$ cat src/rtl/alu_seq.sv
// Sequential ALU: single-cycle logic/arith/shift ops plus iterative shift-add
// multiply and restoring divide, one bit per cycle.
module alu_seq #(
   parameter int WIDTH = 8
) (
   input  logic                 clk,
   input  logic                 rst,
   input  logic                 start_i,
   input  logic [3:0]           op_i,
   input  logic [WIDTH-1:0]     a_i,
   input  logic [WIDTH-1:0]     b_i,
   output logic                 busy_o,
   output logic                 done_o,
   output logic [2*WIDTH-1:0]   result_o,
   output logic                 zero_o,
   output logic                 carry_o,
   output logic                 err_o
);

   localparam int CW = $clog2(WIDTH + 1);

   localparam logic [3:0] OP_ADD  = 4'd0;
   localparam logic [3:0] OP_SUB  = 4'd1;
   localparam logic [3:0] OP_MUL  = 4'd2;
   localparam logic [3:0] OP_DIV  = 4'd3;
   localparam logic [3:0] OP_AND  = 4'd4;
   localparam logic [3:0] OP_OR   = 4'd5;
   localparam logic [3:0] OP_XOR  = 4'd6;
   localparam logic [3:0] OP_NAND = 4'd7;
   localparam logic [3:0] OP_NOR  = 4'd8;
   localparam logic [3:0] OP_NOT  = 4'd9;
   localparam logic [3:0] OP_SHL  = 4'd10;
   localparam logic [3:0] OP_SHR  = 4'd11;

   typedef enum logic [1:0] {IDLE, ITER, DONE} state_t;

   state_t               state_q, state_d;
   logic [WIDTH-1:0]     acc_q, acc_d;
   logic [WIDTH-1:0]     lo_q, lo_d;
   logic [WIDTH-1:0]     opnd_q, opnd_d;
   logic                 isDiv_q, isDiv_d;
   logic [CW-1:0]        cnt_q, cnt_d;
   logic [2*WIDTH-1:0]   result_q, result_d;
   logic                 zero_q, zero_d;
   logic                 carry_q, carry_d;
   logic                 err_q, err_d;

   logic [WIDTH:0]       opSum;
   logic [WIDTH-1:0]     opDiff;
   logic [2*WIDTH-1:0]   immResult;
   logic                 immCarry;
   logic                 immErr;
   logic [WIDTH:0]       mulSum;
   logic [WIDTH:0]       divShift;
   logic [WIDTH-1:0]     iterAcc;
   logic [WIDTH-1:0]     iterLo;

   always_comb begin
      opSum     = {1'b0, a_i} + {1'b0, b_i};
      opDiff    = a_i - b_i;
      immResult = '0;
      immCarry  = 1'b0;
      immErr    = 1'b0;
      case (op_i)
         OP_ADD: begin
            immResult = {{(WIDTH-1){1'b0}}, opSum};
            immCarry  = opSum[WIDTH];
         end
         OP_SUB: begin
            immResult = {{WIDTH{opDiff[WIDTH-1]}}, opDiff};
            immCarry  = (a_i < b_i);
         end
         OP_MUL:  immResult = '0;
         // Only reached for a zero divisor; nonzero divisors iterate
         OP_DIV: begin
            immResult = {a_i, {WIDTH{1'b1}}};
            immErr    = 1'b1;
         end
         OP_AND:  immResult = {{WIDTH{1'b0}}, a_i & b_i};
         OP_OR:   immResult = {{WIDTH{1'b0}}, a_i | b_i};
         OP_XOR:  immResult = {{WIDTH{1'b0}}, a_i ^ b_i};
         OP_NAND: immResult = {{WIDTH{1'b0}}, ~(a_i & b_i)};
         OP_NOR:  immResult = {{WIDTH{1'b0}}, ~(a_i | b_i)};
         OP_NOT:  immResult = {{WIDTH{1'b0}}, ~a_i};
         OP_SHL:  immResult = {{WIDTH{1'b0}}, a_i} << b_i;
         OP_SHR:  immResult = {{WIDTH{1'b0}}, a_i >> b_i};
         default: immErr    = 1'b1;
      endcase
   end

   // acc holds product high half / partial remainder; lo holds multiplier / quotient
   always_comb begin
      mulSum   = {1'b0, acc_q} + (lo_q[0] ? {1'b0, opnd_q} : '0);
      divShift = {acc_q, lo_q[WIDTH-1]};
      if (isDiv_q) begin
         if (divShift >= {1'b0, opnd_q}) begin
            iterAcc = WIDTH'(divShift - {1'b0, opnd_q});
            iterLo  = {lo_q[WIDTH-2:0], 1'b1};
         end else begin
            iterAcc = divShift[WIDTH-1:0];
            iterLo  = {lo_q[WIDTH-2:0], 1'b0};
         end
      end else begin
         iterAcc = mulSum[WIDTH:1];
         iterLo  = {mulSum[0], lo_q[WIDTH-1:1]};
      end
   end

   always_comb begin
      state_d  = state_q;
      acc_d    = acc_q;
      lo_d     = lo_q;
      opnd_d   = opnd_q;
      isDiv_d  = isDiv_q;
      cnt_d    = cnt_q;
      result_d = result_q;
      zero_d   = zero_q;
      carry_d  = carry_q;
      err_d    = err_q;
      case (state_q)
         IDLE: begin
            if (start_i) begin
               if (op_i == OP_MUL || (op_i == OP_DIV && b_i != '0)) begin
                  state_d = ITER;
                  acc_d   = '0;
                  lo_d    = (op_i == OP_MUL) ? b_i : a_i;
                  opnd_d  = (op_i == OP_MUL) ? a_i : b_i;
                  isDiv_d = (op_i == OP_DIV);
                  cnt_d   = '0;
               end else begin
                  state_d  = DONE;
                  result_d = immResult;
                  zero_d   = (immResult == '0);
                  carry_d  = immCarry;
                  err_d    = immErr;
               end
            end
         end
         ITER: begin
            acc_d = iterAcc;
            lo_d  = iterLo;
            cnt_d = cnt_q + CW'(1);
            if (cnt_q == CW'(WIDTH - 1)) begin
               state_d  = DONE;
               result_d = {iterAcc, iterLo};
               zero_d   = ({iterAcc, iterLo} == '0);
               carry_d  = 1'b0;
               err_d    = 1'b0;
            end
         end
         DONE:    state_d = IDLE;
         default: state_d = IDLE;
      endcase
   end

   always_ff @(posedge clk or posedge rst) begin
      if (rst) begin
         state_q  <= IDLE;
         acc_q    <= '0;
         lo_q     <= '0;
         opnd_q   <= '0;
         isDiv_q  <= 1'b0;
         cnt_q    <= '0;
         result_q <= '0;
         zero_q   <= 1'b1;
         carry_q  <= 1'b0;
         err_q    <= 1'b0;
      end else begin
         state_q  <= state_d;
         acc_q    <= acc_d;
         lo_q     <= lo_d;
         opnd_q   <= opnd_d;
         isDiv_q  <= isDiv_d;
         cnt_q    <= cnt_d;
         result_q <= result_d;
         zero_q   <= zero_d;
         carry_q  <= carry_d;
         err_q    <= err_d;
      end
   end

   assign busy_o   = (state_q == ITER);
   assign done_o   = (state_q == DONE);
   assign result_o = result_q;
   assign zero_o   = zero_q;
   assign carry_o  = carry_q;
   assign err_o    = err_q;

endmodule

$ cat config.mk
export PLATFORM = sky130hd
export DESIGN_NAME = alu_seq
export DESIGN_NICKNAME = d
export VERILOG_FILES = /design/src/rtl/alu_seq.sv
export SDC_FILE = /design/constraint.sdc
export NUM_CORES = 1
export LEC_CHECK = 0
export ABC_AREA = 1
export CAP_MARGIN = 25
export CORE_AREA = 4 4 115 117
export DETAILED_ROUTE_END_ITERATION = 12
export DIE_AREA = 0 0 119 121
export DONT_BUFFER_PORTS = 1
export PLACE_DENSITY = 0.75
export RECOVER_POWER = 100
export REMOVE_ABC_BUFFERS = 1
export SYNTH_ARGS = -nofsm -noshare
export SYNTH_HDL_FRONTEND = slang
export SYNTH_SLANG_ARGS = --single-unit
$ cat constraint.sdc
create_clock -name clk -period 5.6 [get_ports clk]
set_clock_uncertainty 0.05 [all_clocks]
set_input_delay 0.56 -clock clk [delete_from_list [all_inputs] [get_ports clk]]
set_output_delay 0.56 -clock clk [all_outputs]
set_load 0.01 [all_outputs]
==> results of run 1 <==
flip-flops by register name, summed over array words and instances, names as in the netlist:
register  count
lo_q          8
result_o     16
acc_q         8
carry_o       1
zero_o        1
opnd_q        8
err_o         1
state_q       2
isDiv_q       1
cnt_q         4
synth_stat cells (all sizes together):
library cell / instances
xor2: 4
o41ai: 1
nand2: 270
nand3: 124
clkbuf: 12
a32o: 1
dfrtp: 49
buf: 20
o21a: 1
or2: 9
inv: 115
nor3: 2
dfstp: 1
fa: 4
o2111ai: 1
a21o: 2
xnor2: 3
nor4: 1
nand3b: 4
a21oi: 35
nand4: 35
o31ai: 4
nor2: 102
a22o: 2
clkinv: 3
ha: 45
o221ai: 10
o21bai: 2
nor3b: 1
a21boi: 1
o21ai: 74
o22ai: 2
a31oi: 4
o211ai: 16
final cells by class:
class | instances | area (µm²)
clock buffer | 5 | 125
clock inverter | 3 | 48.8
fill | 1300 | 6210
sequential | 50 | 1250
tap | 172 | 215
inverter | 118 | 447
timing repair buffer | 4 | 15.0
multi-input combinational | 760 | 4050
worst max path at each step:
stage,slack (ps),end,depth (start not counted),startpoint
detailed placement,2470,zero_o$_DFFE_PP1P_,18,b_i[2]
floorplan,2250,result_o[15]$_DFFE_PP0P_,11,op_i[2]
global route,1240,result_o[1]$_DFFE_PP0P_,13,op_i[3]
global placement,2510,zero_o$_DFFE_PP1P_,18,b_i[2]
CTS,2770,zero_o$_DFFE_PP1P_,18,b_i[2]
finish,1600,result_o[1]$_DFFE_PP0P_,13,op_i[2]
layer usage:
metal,part of all wire,up-vias,track usage,routed length (µm)
met5,0,-,0,0
met4,0.044,0,0.122,889
met3,0.10,59,0.0545,2030
met2,0.44,332,0.428,8710
met1,0.42,2839,0.380,8370
li1,-,3153,-,-
logic make-up (layout without fill, tap and decap cells):
logic type | count (synthesis) | in the layout | synth area share
AO/OA/AOI/OAI | 156 | 156 | 0.156
XOR/XNOR | 7 | 7 | 0.0103
adder cells (fa/ha/maj) | 49 | 49 | 0.108
buffers and inverters | 150 | 130 | 0.105
flip-flops | 50 | 50 | 0.211
AND/OR/NAND/NOR | 548 | 548 | 0.410
power by group:
part           internal, µW  switching (µW)
Combinational           433             864
Sequential              507             180
Clock                   214             141
metrics by stage:
step | instances | area [µm²] | hold WS (ps)
5_1_grt | 1112 | 6150 | 189
4_1_cts | 1111 | 6180 | 375
3_5_place_dp | 1103 | 6010 | 421
3_3_place_gp | 1103 | 6010 | 415
2_1_floorplan | 928 | 5770 | 402
6_report | 1112 | 6150 | 142
worst reg2reg max path: stages (launching register included):
cell and delay (ps):
dfrtp_1 370, inv_1 60, nor2_1 80, clkbuf_1 780
o21ai_0 310, nand2_1 180, a21oi_1 50, nand2_1 220
clkbuf_1 790, inv_1 380, nand3_1 200, nand2_1 70
==> summary by stage, run 1 <==
Run status
The flow ran to the end, but the final reports show violations. The checks that failed: capacitance limit, slew limit.

GRT
The first-pass GRT wire length is 32200 µm. The global-route usage over all layers is 0.278. The via count of the first global-routing pass is 5929.

The initial antenna violation count is 0. The global-route congestion overflow total is 0. Entering global routing, the biggest net connects 51 pins.

Timing
Setup repair after global routing left no endpoint under its margin. Timing would allow up to 250 MHz. The count of final hold-check violations is 0. The tightest slew margin relative to the limit is -0.255. Summed over all failing endpoints, the final setup total negative slack is 0 ps. Setup violations remaining at the end of the flow were counted as 0. The final critical-path setup slack is 1600 ps. For the pin with the worst max-slew slack, the measured transition is 1880 ps. The routed design could run at a clock period as short as 4000 ps. The final count of pins violating max slew came to 37. Dividing the final minimum period by the clock period gives 0.714.

Worst setup path
The required time of the critical path is 5730 ps. In this run the critical register-to-register path is captured at result_o[1]$_DFFE_PP0P_. The type of the worst setup path is in2reg. The setup check on the worst reg-to-reg path leaves a slack of 1970 ps.

The critical-path cell with the highest stage delay is clkbuf_1. The worst setup path is captured at a flip-flop. The number of buffer and inverter instances along the worst setup path is 6. The worst reg2reg path depth is 11. In this run the critical register-to-register path is launched from state_q[0]$_DFFE_PP0P_. STA classifies the critical path startpoint as an input pin. In this design, the largest share of critical-path delay is due to buffers and inverters. For this run, the slowest stage of the critical path takes 810 ps. The cell occurring most often along the worst timing path is inv_1. Of all nets on the critical path, the largest fanout is 30. Data on the critical path arrives at its endpoint at 4130 ps. Traced cell by cell, the critical path runs through inv_1, ha_1, inv_1, nor2_1, clkbuf_1, inv_1, nand2_1, a21oi_1, nand2_1, clkbuf_1, inv_1, nand3_1, nand2_1.

Detailed routing
After detailed routing, the average wire length per cell comes to 18.0 µm. The number of design-rule violations left by the first detailed-router iteration is 751. For this run, design rule violations remaining after detail routing come to 0. The sum of routed wire length over all layers is 20000 µm. The count of nets left with antenna violations once routing finished came out at 0. Before antenna repair, the detailed router went through 5 iterations.

Dividing the detail-routed via count by the number of cells gives 5.74. The total via count after detailed routing is 6383.

Place
The placer's final routability congestion estimate is 1.07. At the placement stage, the worst setup path has a slack of 2470 ps. Port buffering added 0 buffers. The detailed placement HPWL is 15600 µm.

Pwr
The worst ir drop on vdd is 0.160 mV. The analysis attributes to cell leakage a power of 0.00313 µW. After layout, the design draws a total of 2340 µW. The ratio of total power to cell area is 380 mW/mm².

Clock tree
The number of gates resized after CTS was 0. The number of buffers created by CTS is 5. The master cell of the clock root buffer is clkbuf_16. TritonCTS built the clock tree.

The post-CTS setup buffer count is 0. The number of hold-repair buffers added at the cts stage is 0. The clock passes through at most 2 buffers.

CTS built an H-tree with a depth of 2. Clock-pin slew was measured on the worst setup and hold paths at 70 ps. The clock sink count is 50. The latest clock arrival within the worst-skew pair is 290 ps.

Synth
After synthesis, the cell types taking the most area are dfrtp_1 (21%), nand2_1 (17%), nand3_1 (9.9%). Counting every instance in the synthesized netlist gives 960. The flip-flop and latch count after synthesis is 50. The netlist area before placement is 0.00595 mm².

Summed over all instances, the cell type with the most area after synthesis is dfrtp_1. The fraction of the yosys area taken by sequential cells is 0.211. Synthesis instantiated 48 different standard cells from the library.

Yosys printed 0 warnings. The share of synthesized area in the top cell type comes to 0.206. The average cell area after synthesis is 6.19 µm².

Floorplan
The full die area is 0.0144 mm². The effective utilization at floorplan is 0.481. The placeable core area is 0.0124 mm².

The die is 121 µm tall. The site row count is 41. Measured along the x axis, the die boundary spans 119 µm. The total I/O pin count is 44.

Cells and area
The most common cell after layout, fill and taps aside is nand2_1. For this run, the share of the core covered by cells in the final layout is 0.498. Of the cells placed in the final design, the portion with a size suffix greater than 1 is 0.0489.

The count of inserted antenna diode cells is 0. From synthesis to final layout, the design area changed by 3.51%. The final layout net count is 1011. The library cells used most frequently in the layout, excluding fill and tap cells, are nand2_1 (265), nand3_1 (119), inv_1 (106).

Flow run
Max-cap violations in this run came to 1.

Worst hold path
The path category of the worst min-delay check is in2async.
(Power assumes the default switching activity.)
==> run 2: changes to the inputs <==
- clock period: 5.6 -> 4 ns (I/O delays scaled with it)
==> summary by stage, run 2 (synthesized netlist as in run 1, its figures left out) <==
Worst setup path
The start of the worst register-to-register path is state_q[0]$_DFFE_PP0P_. The delay of the slowest cell on the worst path came to 550 ps (-260 ps). The cell occurring most often along the worst timing path is nand2_1.

The arrival time at the worst endpoint came to 2970 ps (-1160 ps). Among all stages on the critical path, the largest delay is contributed by nor2_1. By startpoint and endpoint, the worst setup path is classified as reg2reg. The critical path launch point is state_q[0]$_DFFE_PP0P_. The required time of the critical path is 4080 ps (-1650 ps). In this run the critical register-to-register path is captured at result_o[8]$_DFFE_PP0P_.

The critical path goes through inv_1, nor2_1, o21ai_0, nand2_1, a21oi_1, nand2_1, clkbuf_1, o221ai_1. The worst setup path is captured at a flip-flop. In this run the worst setup path terminates at result_o[8]$_DFFE_PP0P_. The worst setup path is launched from a flip-flop. The minimum setup slack among reg-to-reg paths came to 1110 ps (-860 ps). The worst reg2reg path depth is 8 (-3). The top fanout value on the critical path came to 19 (-37%).

Floorplan
The site row count came to 41 (unchanged). The full die area is 0.0144 mm² (unchanged). The total I/O pin count came to 44 (unchanged). The placeable core area came to 0.0124 mm² (unchanged). The die width is 119 µm (unchanged). The effective utilization at floorplan is 0.481 (unchanged). The floorplan die height came to 121 µm (unchanged).

Cells and area
The area growth from synthesis to layout is 3.83%. The flip-flop count of the largest register after layout is 16 (unchanged). The total non-filler cell area in the finished layout is 0.00617 mm² (+0.30%). The number of fill cells in the layout came to 1304 (+0.31%). The share of cells above drive strength 1 is 0.0510 (+0.00202). The post-layout utilization of the core is 0.499 (+0.00152). The most common cell after layout, fill and taps aside is nand2_1. The final layout net count is 1013 (+0.20%). In the layout the commonest cells are nand2_1 (267), nand3_1 (119), inv_1 (105). The count of inserted antenna diode cells is 0 (unchanged).

Timing
The final count of pins violating max slew is 35 (-5.4%). The count of final hold-check violations is 0 (unchanged). The setup TNS came to 0 ps (unchanged). Setup repair after global routing left no endpoint under its margin. The share of the clock period used by the worst path is 0.721. The maximum clock rate is 347 MHz. The final worst hold slack came to 230 ps (+88.1 ps). The count of final setup violators came to 0 (unchanged). The tightest slew margin relative to the limit is -0.166 (+0.0896). The time the worst path needs with I/O delays and setup is 2890 ps. The slew at the pin with the worst max-slew slack is 1750 ps (-134 ps).

GRT
The global routing met2 resource utilization is 0.459 (+0.0314). The maximum number of pins on one net before global-route repair is 51 (unchanged). The initial antenna violation count is 0 (unchanged).

The met1 usage came to 0.365 (-0.0146). The first-pass GRT wire length is 32700 µm (+1.7%). The via count of the first global-routing pass came to 6134 (+3.5%). The global-route usage over all layers is 0.284 (+0.00575). The routing layer with the top usage in global route is met2.

The global-route congestion overflow total is 0 (unchanged). The met3 track demand over resource came to 0.0648 (+0.0103).

Place
The count of input and output buffers came to 0 (unchanged). The instance area at placement is 0.00601 mm² (+0.13%). The placer's final routability congestion estimate came to 1.02 (-4.1%). The detailed placement HPWL is 16000 µm (+2.6%).

Clock tree
The clock sink count came to 50 (unchanged). The clock-pin transition on the worst setup and hold timing paths is 70 ps (about the same). The tree is rooted in a clkbuf_16. The count of H-tree levels built during CTS is 2 (unchanged). The CTS tree is done. The post-cts gate resize count is 0 (unchanged). The number of buffers created by CTS is 5 (unchanged). The latest clock arrival within the worst-skew pair is 290 ps (about the same).

The maximum number of buffers from clock root to sink was 2 (unchanged).

Detailed routing
The post-route DRC violation count was 0 (unchanged). The wire length per cell is 18.5 µm (+3.1%). The sum of routed wire length over all layers came to 20600 µm (+3.2%). The total via count after detailed routing is 6606 (+3.5%). The number of nets with antenna violations after detailed routing is 0 (unchanged). The number of optimization iterations in the first detailed-route pass is 7 (+2). The number of vias per cell was 5.93 (+3.3%). The number of design-rule violations left by the first detailed-router iteration is 1027 (+37%).

Pwr
The internal power of the cells is 1610 µW (+40%). The net load switching power is 1670 µW (+41%). The proportion of power drawn by flip-flops and latches is 0.296 (+0.002). The static leakage is 0.00314 µW (+0.50%). The ratio of total power to cell area is 533 mW/mm² (+40%). The fraction of power spent switching nets is 0.509 (+0.00231).

The combinational group share of total power is 0.552 (-0.002). The worst ir drop on vdd is 0.225 mV (+40%). The relative contribution of the clock network to total power is 0.152 (about the same).

Worst hold path
The path category of the worst min-delay check is in2reg.

Flow run
The number of maximum-capacitance constraint violations is 1 (unchanged).

Run status
The run finished, with violations left. The final reports fail on capacitance limit, slew limit.
## run 2: layer usage
layer,wire length (µm),part of all wire,up-vias
li1,-,-,3162
met4,906,0.044,0
met5,0,0,-
met1,8300,0.40,2988
met3,2110,0.10,69
met2,9320,0.45,387
## run 2: worst min-delay path by stage
stage                              from                     end  slack, ps  depth (start not counted)
global placement    lo_q[4]$_DFFE_PP0P_     lo_q[4]$_DFFE_PP0P_        420                          2
global route                     b_i[2]   opnd_q[2]$_DFFE_PP0P_        260                          2
CTS                                 rst    cnt_q[0]$_DFFE_PP0P_        210                          1
floorplan           lo_q[4]$_DFFE_PP0P_     lo_q[4]$_DFFE_PP0P_        400                          2
finish                          start_i  state_q[0]$_DFFE_PP0P_        230                          2
detailed placement  lo_q[4]$_DFFE_PP0P_     lo_q[4]$_DFFE_PP0P_        420                          2
## run 2: power by group through the flow
stage / clock network [µW] / logic, µW / registers (µW)
2_1_floorplan: 0 / 1380 / 886
3_3_place_gp: 0 / 1780 / 975
3_5_place_dp: 0 / 1790 / 978
4_1_cts: 499 / 1820 / 972
5_1_grt: 528 / 2070 / 995
6_report: 498 / 1820 / 975
## run 2: repair_timing
item                                   CTS  global route
hold buffers                             0             1
endpoints found under the hold margin    0            16
setup buffers                            0             0
## run 2: through the flow
step,setup slack [ps],instances,total power [µW]
global route,750,1114,3600
finish,1110,1114,3290
floorplan,807,928,2270
global placement,1290,1104,2760
CTS,1310,1112,3290
detailed placement,1320,1104,2770
## run 2: layout make-up
class / count / area [µm²] / area share
Inverter: 118 / 447 / 0.0724
Multi-Input combinational cell: 760 / 4050 / 0.655
Clock buffer: 5 / 125 / 0.0203
Tap cell: 172 / 215 / 0.0349
Clock inverter: 3 / 48.8 / 0.00790
Sequential cell: 50 / 1250 / 0.203
Timing Repair Buffer: 6 / 40.0 / 0.00649
## run 2: critical path: cells and delay by family (launching register included)
family	cells	cell delay, ps
compound gates	3	540
flops	1	360
buf+inv	2	590
simple gates	3	1180
